==> src/rtl/scrypt_result_check.sv <==
// Pairs scrypt digests with their issued nonces (in-order FIFO), compares each digest
// against the share target in a two-stage pipeline and holds hits for the host side.
module scrypt_result_check #(
    parameter int unsigned DEPTH = 4
) (
    input  logic         clk,
    input  logic         rst,
    input  logic         job_start,
    input  logic [31:0]  job_nonce,
    output logic         fifo_full,
    input  logic [255:0] hash_in,
    input  logic         hash_done,
    input  logic [255:0] target,
    output logic         found_valid,
    input  logic         found_ready,
    output logic [31:0]  found_nonce,
    output logic [255:0] found_hash,
    output logic [31:0]  hash_count,
    output logic         err_overflow,
    output logic         err_underflow,
    output logic         err_dropped
);

    localparam int unsigned AW = $clog2(DEPTH);

    typedef enum logic {
        OUT_EMPTY,
        OUT_FULL
    } out_state_e;

    logic [31:0]   mem_q [DEPTH];
    logic [AW-1:0] wr_ptr_q, rd_ptr_q;
    logic [AW:0]   count_q, count_d;
    logic          fifo_empty;
    logic          push, pop;

    logic          s1_valid_q;
    logic [31:0]   s1_nonce_q;
    logic [255:0]  s1_hash_q;
    logic          s1_hi_lt_q, s1_hi_eq_q, s1_lo_le_q;
    logic          s2_hit;

    out_state_e    state_q, state_d;
    logic          load;
    logic          drop;
    logic [31:0]   found_nonce_q;
    logic [255:0]  found_hash_q;
    logic [31:0]   hash_count_q;
    logic          err_overflow_q, err_underflow_q, err_dropped_q;

    assign fifo_empty = (count_q == '0);
    assign fifo_full  = (count_q == (AW+1)'(DEPTH));
    // Both flags come from the pre-cycle occupancy: a full FIFO rejects even if
    // a pop happens, and an empty FIFO cannot serve a pop even if a push happens.
    assign push = job_start & ~fifo_full;
    assign pop  = hash_done & ~fifo_empty;

    always_comb begin
        count_d = count_q;
        case ({push, pop})
            2'b10:   count_d = count_q + (AW+1)'(1);
            2'b01:   count_d = count_q - (AW+1)'(1);
            default: count_d = count_q;
        endcase
    end

    always_ff @(posedge clk) begin
        if (push) begin
            mem_q[wr_ptr_q] <= job_nonce;
        end
    end

    always_ff @(posedge clk) begin
        if (rst) begin
            wr_ptr_q <= '0;
            rd_ptr_q <= '0;
            count_q  <= '0;
        end else begin
            if (push) wr_ptr_q <= wr_ptr_q + AW'(1);
            if (pop)  rd_ptr_q <= rd_ptr_q + AW'(1);
            count_q <= count_d;
        end
    end

    // Stage 1: split the 256-bit compare into upper/lower halves.
    always_ff @(posedge clk) begin
        if (rst) begin
            s1_valid_q <= 1'b0;
            s1_nonce_q <= '0;
            s1_hash_q  <= '0;
            s1_hi_lt_q <= 1'b0;
            s1_hi_eq_q <= 1'b0;
            s1_lo_le_q <= 1'b0;
        end else begin
            s1_valid_q <= pop;
            s1_nonce_q <= mem_q[rd_ptr_q];
            s1_hash_q  <= hash_in;
            s1_hi_lt_q <= hash_in[255:128] <  target[255:128];
            s1_hi_eq_q <= hash_in[255:128] == target[255:128];
            s1_lo_le_q <= hash_in[127:0]   <= target[127:0];
        end
    end

    assign s2_hit = s1_valid_q & (s1_hi_lt_q | (s1_hi_eq_q & s1_lo_le_q));

    always_comb begin
        state_d = state_q;
        load    = 1'b0;
        drop    = 1'b0;
        case (state_q)
            OUT_EMPTY: begin
                if (s2_hit) begin
                    load    = 1'b1;
                    state_d = OUT_FULL;
                end
            end
            OUT_FULL: begin
                if (found_ready) begin
                    load    = s2_hit;
                    state_d = s2_hit ? OUT_FULL : OUT_EMPTY;
                end else if (s2_hit) begin
                    drop = 1'b1;
                end
            end
            default: state_d = OUT_EMPTY;
        endcase
    end

    always_ff @(posedge clk) begin
        if (rst) begin
            state_q         <= OUT_EMPTY;
            found_nonce_q   <= '0;
            found_hash_q    <= '0;
            hash_count_q    <= '0;
            err_overflow_q  <= 1'b0;
            err_underflow_q <= 1'b0;
            err_dropped_q   <= 1'b0;
        end else begin
            state_q <= state_d;
            if (load) begin
                found_nonce_q <= s1_nonce_q;
                found_hash_q  <= s1_hash_q;
            end
            if (s1_valid_q) hash_count_q <= hash_count_q + 32'd1;
            if (job_start & fifo_full)  err_overflow_q  <= 1'b1;
            if (hash_done & fifo_empty) err_underflow_q <= 1'b1;
            if (drop)                   err_dropped_q   <= 1'b1;
        end
    end

    assign found_valid   = (state_q == OUT_FULL);
    assign found_nonce   = found_nonce_q;
    assign found_hash    = found_hash_q;
    assign hash_count    = hash_count_q;
    assign err_overflow  = err_overflow_q;
    assign err_underflow = err_underflow_q;
    assign err_dropped   = err_dropped_q;

endmodule
==> config.mk <==
export PLATFORM = sky130hd
export DESIGN_NAME = scrypt_result_check
export DESIGN_NICKNAME = d
export VERILOG_FILES = /design/src/rtl/scrypt_result_check.sv
export SDC_FILE = /design/constraint.sdc
export NUM_CORES = 1
export LEC_CHECK = 0
export ABC_CLOCK_PERIOD_IN_PS = 3000
export BUFFER_PORTS_ARGS = -buffer_cell sky130_fd_sc_hd__buf_2
export CAP_MARGIN = 20
export CELL_PAD_IN_SITES_DETAIL_PLACEMENT = 1
export CELL_PAD_IN_SITES_GLOBAL_PLACEMENT = 2
export CORE_UTILIZATION = 25
export DETAILED_ROUTE_END_ITERATION = 8
export PLACE_DENSITY_LB_ADDON = 0.1
export SYNTH_ARGS = -nofsm -noshare
export SYNTH_HDL_FRONTEND = slang
export SYNTH_SLANG_ARGS = --single-unit
==> constraint.sdc <==
create_clock -name clk -period 3 [get_ports clk]
set_input_delay 0.75 -clock clk [delete_from_list [all_inputs] [get_ports clk]]
set_output_delay 0.75 -clock clk [all_outputs]
set_load 0.01 [all_outputs]
# Yosys cells after proc, flatten, opt, wreduce, memory -nomap -nowiden
# Memory sizes are Yosys's and may differ from the RTL's. A register that Yosys moved wholly into a read port is not among the register bits.
# Cells that the tools add are included.
[totals]
elab_cells = 49
output_inout_bits = 325
n_memories = 1
reg_bits = 591
mem_bits_rw = 128
latch_bits = 0
in_bits = 549
rom_bits = 0
[memory_table]
columns = ["name", "words", "word_bits", "rd", "rd_ports_with_merged_regs", "write_ports", "line", "source"]
rows = [
  ["mem_q", 4, 32, 1, 1, 1, "31", "logic [31:0] mem_q [DEPTH];"],
]
[op_classes]
magnitude_cmp = 2
bitwise_logic = 10
n_shift = 0
reduce_logical = 2
mul = 0
div_mod_pow = 0
muxes = 10
eq_ne = 4
add_sub_neg = 5
[ops]
columns = ["op", "n"]
rows = [
  ["$eq A128 B128 Y1", 1],
  ["$le A128 B128 Y1", 1],
  ["$lt A128 B128 Y1", 1],
  ["$add A32 B1 Y32 const B", 1],
  ["$mux W1", 7],
  ["$and A1 B1 Y1", 6],
  ["$pmux W3 S2", 1],
  ["$add A2 B1 Y2 const B", 2],
  ["$pmux W1 S2", 2],
  ["$add A3 B1 Y3 const B", 1],
  ["$eq A3 B3 Y1 const B", 1],
  ["$logic_not A3 Y1", 1],
  ["$not A1 Y1", 3],
  ["$sub A3 B1 Y3 const B", 1],
  ["$eq A2 B1 Y1 const B", 1],
  ["$eq A2 B2 Y1 const B", 1],
  ["$reduce_bool A2 Y1", 1],
  ["$or A1 B1 Y1", 1],
]

# Longest topological paths before layout
# Gate-level depths: netlist (run 1).
[depth]
depth_word = 6
depth_mapped = 11
mapped_depth_nobuf = 10

# Worst setup path after synthesis (run 1)
# Ideal clock, no wire load.
[synth_timing]
kind = "input to register"
start = "input target[126]"
end = "register s1_lo_le_q"
path_slack_ns = 0.647
t_arrival_ns = 2.227
n_path_buf = 0
t_required_ns = 2.874
path_stages = 8
setup_ns = 0.126
path_cell_list = "inv_1 > ha_1 > nand4_1 > or2_2 > nor4_1 > nand4_1 > o221ai_1 > o31ai_1"
[synth_between]
elab_chain_cells = 1
[synth_rtl]
columns = ["element", "line", "source"]
rows = [
  ["start, declared", "13", "input logic [255:0] target,"],
  ["$le A128 B128 Y1", "100", "s1_lo_le_q <= hash_in[127:0] <= target[127:0];"],
  ["end signal, assigned", "100", ""],
  ["end, declared", "40", "logic s1_hi_lt_q, s1_hi_eq_q, s1_lo_le_q;"],
]
# No other way between the ends.
# A chain may end at the register's enable or synchronous reset.

# Final worst setup path (run 1)
[layout_timing]
start = "input hash_in[25]"
end = "register s1_lo_le_q"
[layout_between]
elab_chain_cells = 1
[layout_rtl]
columns = ["element", "line", "source"]
rows = [
  ["start, declared", "11", "input logic [255:0] hash_in,"],
  ["$le A128 B128 Y1", "100", ""],
]
# No other way between the ends.

==> results of run 1 <==
[worst register-to-register path: cells and delay by family, from the launching register on]
kind | cells | cell delay, ps
compound gates | 1 | 140
flops | 1 | 320
buf+inv | 4 | 380
xor+xnor | 1 | 160
simple gates | 3 | 640
fa+ha+maj | 2 | 550
[layer usage]
| layer | share of wire (%) | vias to the layer above | GRT usage [%] |
|---|---|---|---|
| met4 | 3.1 | 26 | 6.00 |
| met2 | 50 | 605 | 33.1 |
| li1 | - | 12352 | - |
| met3 | 6.6 | 222 | 5.33 |
| met1 | 41 | 11666 | 21.7 |
| met5 | 0.14 | - | 0 |
[final timing paths]
check	start	end	slack [ps]	depth (start not counted)
setup / recovery	hash_in[25]	s1_lo_le_q	400	10
hold / removal	job_nonce[6]	mem_q[0][6]	270	1
setup reg to reg	count_q[0]	count_q[2]	760	11
hold reg to reg	s1_hash_q[129]	found_hash[129]	420	2
[logic make-up after synthesis]
family / synth area share [%]
buffers and inverters: 5.33
AOI/OAI and AO/OA: 8.83
DFF: 53.5
adders and majority gates: 10.8
xor gates and xnor gates: 0.947
and+or+nand+nor: 18.2
muxes: 2.43
[sequential cells by signal, summed over array words and instances (netlist names)]
register	count
hash_count	32
err_overflow	1
s1_nonce_q	32
err_underflow	1
found_hash	256
s1_hi_lt_q	1
err_dropped	1
s1_hash_q	256
found_valid	1
rd_ptr_q	2
count_q	3
mem_q	128
wr_ptr_q	2
s1_valid_q	1
found_nonce	32
s1_lo_le_q	1
s1_hi_eq_q	1
[power by group through the flow]
stage	logic [mW]	registers, mW	clock network [mW]
after detailed placement	3.33	11.3	0
after global placement	3.32	11.3	0
after global routing	3.64	11.2	12.3
final	3.24	11.1	11.5
after CTS	3.34	11.1	11.9
after floorplan	1.88	11.3	0
[Yosys cell counts, types with 3 or more instances]
cell / count
mux4_2: 32
buf_2: 40
edfxtp_1: 128
dfxtp_1: 623
nand2_1: 658
o21ai_0: 49
a21o_1: 10
a221oi_1: 13
o31ai_1: 3
nor4_1: 11
o211ai_1: 6
nor2_1: 69
o21a_1: 5
and3_1: 6
clkbuf_1: 93
xor2_1: 25
buf_1: 8
and4_1: 10
nand2b_1: 4
nand4_1: 48
o22ai_1: 3
ha_1: 262
and2_1: 6
or3_1: 5
nor3_1: 14
a21oi_1: 390
nor2b_1: 292
nand3_1: 39
xnor2_1: 8
inv_1: 274
a211oi_1: 7
[cell type report]
class / count / area, µm²
fillers: 14071 / 80200
flip-flops and latches: 751 / 16300
multi-input cells: 2006 / 12600
repair buffers: 944 / 5140
clock buffers: 123 / 2550
well taps: 1612 / 2020
inverters: 274 / 1030
clock inverters: 45 / 589
diodes: 26 / 65.1
[through the flow]
stage	std cells	cell area, µm²	setup slack, ps	setup TNS (ps)	hold slack [ps]
floorplan	3174	30500	647	0	417
global placement	5587	37100	-230	-306	422
detailed placement	5587	37100	-296	-333	427
CTS	5755	40200	456	0	200
global route	5771	40300	347	0	224
finish	5781	40300	396	0	267
[cell usage in the layout (no fill, tap or decap), types with 9 or more instances in the layout]
| cell type | instances |
|---|---|
| a221oi_1 | 13 |
| clkbuf_1 | 17 |
| a21o_1 | 10 |
| bufinv_16 | 9 |
| edfxtp_1 | 128 |
| xor2_1 | 25 |
| buf_4 | 53 |
| nor3_1 | 14 |
| buf_12 | 18 |
| nor4_1 | 11 |
| nand2_1 | 657 |
| and4_1 | 10 |
| nand4_1 | 48 |
| ha_1 | 262 |
| dfxtp_1 | 622 |
| nand3_1 | 39 |
| buf_2 | 872 |
| nor2_1 | 68 |
| o21ai_0 | 49 |
| inv_1 | 274 |
| diode_2 | 26 |
| clkinv_2 | 16 |
| clkbuf_16 | 91 |
| nor2b_1 | 292 |
| a21oi_1 | 390 |
| mux4_2 | 32 |
| clkbuf_8 | 15 |
==> reports/metrics.cfg, run 1 <==
[run_status]
status=finished clean

[final_layout]
nets=4880
drive_gt1_share_pct=27.4
area_delta_synth_final_pct=32.0
fin_util_pct=33.5

[die]
dieArea_mm2=0.123
fp.dieH_um=351
fp-row-count=127
start_util_pct=25.3
die_w_um=351
core_mm2=0.120
io_pins=874

[critical_path]
required_ps=3580
cp_slowest_cell=nor4_1
cp_num_buf_inv=2
cp_max_fo=2
cp_cell_sequence=buf_2 > ha_1 > a21oi_1 > o21ai_0 > a221oi_1 > buf_4 > o21ai_0 > nor4_1 > o221ai_1 > o31ai_1
worst_setup_path_end_kind=register
crit_type=in2reg
critPathMostFrequentCell=o21ai_0
arrival_ps=3190
cp_top_family=compound AO/OA/AOI/OAI gates
critPathLaunchType=input port
cpPeakStageDelay_ps=660

[place]
place.gp.congestion=0.838
dp_hpwl_um=93800
io_buffers=873

[grt]
antenna_found_initial=52
grtUsageTotal_pct=18.7
grt_pass1_wl_um=169000
grt_max_degree=101
grt_overflow=0
grt_pass1_vias=25414

[cts]
cts_buffer_depth=3
cts_resized=0
cts_tree=yes
post-cts-setup-buffers=0
cts.reportedPaths.clkPinSlew_ps=60
cts_hold_buf=0
h-tree-depth=3
cts_buffers=91
clock-sinks=751
clk_latency_ps=690
clock-root-buffer=clkbuf_16

[yosys]
syn-instance-count=3174
ys.flop_type=dfxtp_1
postSynthNetCount=3986
yosysUniqueCellTypes=58
ys_seq_elements=751
synth_edf_count=128
yosysTopAreaCellShare_pct=40.9
synth_area_leaders=dfxtp_1 (41%), edfxtp_1 (13%), ha_1 (11%)
syn_area_mm2=0.0305
synthArstFlopShare_pct=0
syn_area_per_cell_um2=9.61
seq_area_frac_synth_pct=53.5
synth-warning-count=0
synth_top_cell_by_area=dfxtp_1

[sta]
clock_skew_ps=41.3
setup_viol=0
rsz0062_at_grt=false
worst_slew_pin_slew_ps=709
fin_crit_sh_pct=86.8
hold_viol_final=0
max_freq_ghz=0.384
final_max_slew_viol_count=0
period_minus_slack_ps=2600
relSlewSlack_pct=52.3

[drt]
wirelength_um=120000
via_per_inst=4.30
detail_route.wl_per_cell_um=20.7
route.vias.total=24871
drt_first_pass_iters=5
drc_errors=0
ant_nets=0
drt-initial-drc-count=847

[power_and_ir_drop]
p_int_mw=19.1
power_frac_comb_pct=12.5
seqPwrFrac_pct=43.0
powerDensity_mw_per_mm2=641
pwr-share-clk_pct=44.4
power_mw=25.8
leakagePower_nw=18.0
peakVddDrop_uv=417
sw_frac_of_total_pct=25.9
switchingPower_mw=6.69

[min_path]
hold_path.class=in2reg

[job]
drv_cap=0

No activity file was read; power rests on OpenSTA's default activity.
==> run 2: changes to the inputs <==
--- a/config.mk
+++ b/config.mk
@@ -5,13 +5,16 @@
 export SDC_FILE = /design/constraint.sdc
 export NUM_CORES = 1
 export LEC_CHECK = 0
+export ABC_AREA = 1
 export ABC_CLOCK_PERIOD_IN_PS = 3000
 export BUFFER_PORTS_ARGS = -buffer_cell sky130_fd_sc_hd__buf_2
 export CAP_MARGIN = 20
 export CELL_PAD_IN_SITES_DETAIL_PLACEMENT = 1
 export CELL_PAD_IN_SITES_GLOBAL_PLACEMENT = 2
-export CORE_UTILIZATION = 25
+export CORE_AREA = 2 2 338 340
+export CTS_CLUSTER_SIZE = 24
 export DETAILED_ROUTE_END_ITERATION = 8
+export DIE_AREA = 0 0 340 342
 export PLACE_DENSITY_LB_ADDON = 0.1
 export SYNTH_ARGS = -nofsm -noshare
 export SYNTH_HDL_FRONTEND = slang
==> reports/metrics.cfg, run 2 <==
[sta]
relSlewSlack_pct=43.5
rsz0062_at_grt=false
worst_slew_pin_slew_ps=848
max_freq_ghz=0.434
clock_skew_ps=49.6
hold_viol_final=0
final_max_slew_viol_count=0
fin_crit_sh_pct=76.8
fin_tns_setup_ps=0
finalWorstSetupSlack_ps=696
setup_viol=0
period_minus_slack_ps=2300

[critical_path]
worst_setup_path_end_kind=primary output
r2r-end=hash_count[26]
r2r_slack_ps=820
reg2reg_depth=8
r2r_start=hash_count[0]
critPathLaunchType=register
cp_max_fo=4
crit_type=reg2out
arrival_ps=1550
required_ps=2250

[grt]
antenna_found_initial=46
grtUsageTotal_pct=19.8
met3_usage_pct=6.27
grt_max_degree=135
grt_pass1_vias=27601
grt_pass1_wl_um=173000
grt_busiest_layer=met2
use_met2_pct=36.1
grt_overflow=0
met1_usage_pct=22.2

[yosys]
synth_edf_count=128
seq_area_frac_synth_pct=51.4
ys_seq_elements=751
syn_area_per_cell_um2=8.29
syn-instance-count=3826
synth_top_cell_by_area=dfxtp_1
syn_area_mm2=0.0317
yosys.cell_count.top_type=inv_1
postSynthNetCount=4638
yosysUniqueCellTypes=43
synth-warning-count=0
yosysTopAreaCellShare_pct=39.3
netlist_top_cells_count=inv_1 (883), dfxtp_1 (623), nor2_1 (487), a21oi_1 (472), o21ai_0 (406)
synthArstFlopShare_pct=0
synth_area_leaders=dfxtp_1 (39%), edfxtp_1 (12%), inv_1 (10%)
ys.flop_type=dfxtp_1

[place]
place.gp.congestion=0.833
dp_slack_ps=201
dp_hpwl_um=92000
io_buffers=873

[min_path]
hold_start=job_nonce[19]
holdPathStages=1
holdPathEnd=mem_q[0][19]
hold_path.class=in2reg

[drt]
drc_errors=0
drt-initial-drc-count=828
via_per_inst=4.34
drt_first_pass_iters=4
wirelength_um=118000
ant_nets=0
route.vias.total=27250
detail_route.wl_per_cell_um=18.8

[power_and_ir_drop]
peakVddDrop_uv=435
leakagePower_nw=20.2
power_frac_comb_pct=14.4
switchingPower_mw=7.35
powerDensity_mw_per_mm2=645
sw_frac_of_total_pct=27.7
pwr-share-clk_pct=42.7
p_int_mw=19.2
seqPwrFrac_pct=42.9

[cts]
cts_tree=yes
clock-sinks=751
clock-root-buffer=clkbuf_16
clk_latency_ps=690
cts_buffers=91
h-tree-depth=3
cts.reportedPaths.clkPinSlew_ps=60
cts_buffer_depth=3
cts_hold_buf=0
cts_resized=0
post-cts-setup-buffers=0

[die]
start_util_pct=28.0
fp.dieH_um=342
dieArea_mm2=0.116
die_w_um=340
fp-row-count=124
core_mm2=0.113
io_pins=874

[final_layout]
regArea_mm2=0.0163
area_delta_synth_final_pct=29.8
nets=5490
multi_input_comb_area_mm2=0.0115
final_common_cell=inv_1
mostFrequentLayoutCells=inv_1 (883), buf_2 (872), dfxtp_1 (622)
drive_gt1_share_pct=22.8
nFillCells=13694

[run_status]
status=finished clean

[job]
drv_cap=0

==> run 2: cell types whose count changed after synthesis, moves of 17 or more <==
| cell | delta |
|---|---|
| mux4_2 | -32 |
| o21ai_0 | +357 |
| xor2_1 | -21 |
| a21oi_1 | +82 |
| buf_2 | -36 |
| inv_1 | +609 |
| clkbuf_1 | +46 |
| nor3_1 | +17 |
| nor2_1 | +418 |
| nand2_1 | -417 |
| nand4_1 | -20 |
| nor2b_1 | -292 |
==> run 2: critical path: stages, from the launching register on <==
cell and delay (ps):
dfxtp_1 320, inv_1 70, nor3_1 140, buf_4 180, buf_2 140
==> run 2: power groups by stage <==
stage,Combinational [mW],Sequential [mW],Clock (mW)
2_1_floorplan,1.98,11.7,0
3_3_place_gp,3.87,11.6,0
3_5_place_dp,3.92,11.6,0
4_1_cts,3.95,11.4,11.8
5_1_grt,4.38,11.5,12.2
6_report,3.82,11.4,11.4
==> run 2: through the flow <==
stage	instances	cell area, µm²	util [%]	hold WS [ps]	power (mW)
2_1_floorplan	3826	31700	-	463	13.6
3_3_place_gp	6097	38000	33.6	428	15.5
3_5_place_dp	6097	38000	33.6	434	15.5
4_1_cts	6266	41100	36.4	208	27.1
5_1_grt	6274	41100	36.4	220	28.0
6_report	6285	41200	36.4	269	26.6
==> run 2: cells by family after synthesis <==
family	Yosys count	synth area share (%)
AOI/OAI and AO/OA	909	14.6
and+or+nand+nor	854	11.1
DFF	751	51.4
buffers and inverters	1044	12.4
adders and majority gates	263	10.4
xor gates and xnor gates	5	0.138
==> run 2: per-layer routing <==
| layer | vias to the layer above | part of all wire [%] |
|---|---|---|
| met5 | - | 0.14 |
| met3 | 198 | 6.9 |
| met2 | 614 | 50 |
| met1 | 12642 | 40 |
| li1 | 13770 | - |
| met4 | 26 | 2.9 |
==> run 2: final cells by class <==
type	count	area share, %
clock buffers	130	6.32
clock inverters	39	1.30
inverters	891	8.14
multi-input cells	2031	28.0
well taps	1512	4.60
flip-flops and latches	751	39.6
repair buffers	912	11.9
diodes	19	0.115
==> run 2: how the worst max path moves through the flow <==
stage | startpoint | to | slack, ps | cells past startpoint
3_5_place_dp | hash_in[191] | s1_hi_eq_q | 200 | 8
3_3_place_gp | hash_in[175] | s1_hi_eq_q | 290 | 10
5_1_grt | count_q[2] | fifo_full | 530 | 4
4_1_cts | count_q[2] | fifo_full | 630 | 4
6_report | count_q[2] | fifo_full | 700 | 4
2_1_floorplan | job_start | mem_q[0][0] | 180 | 4
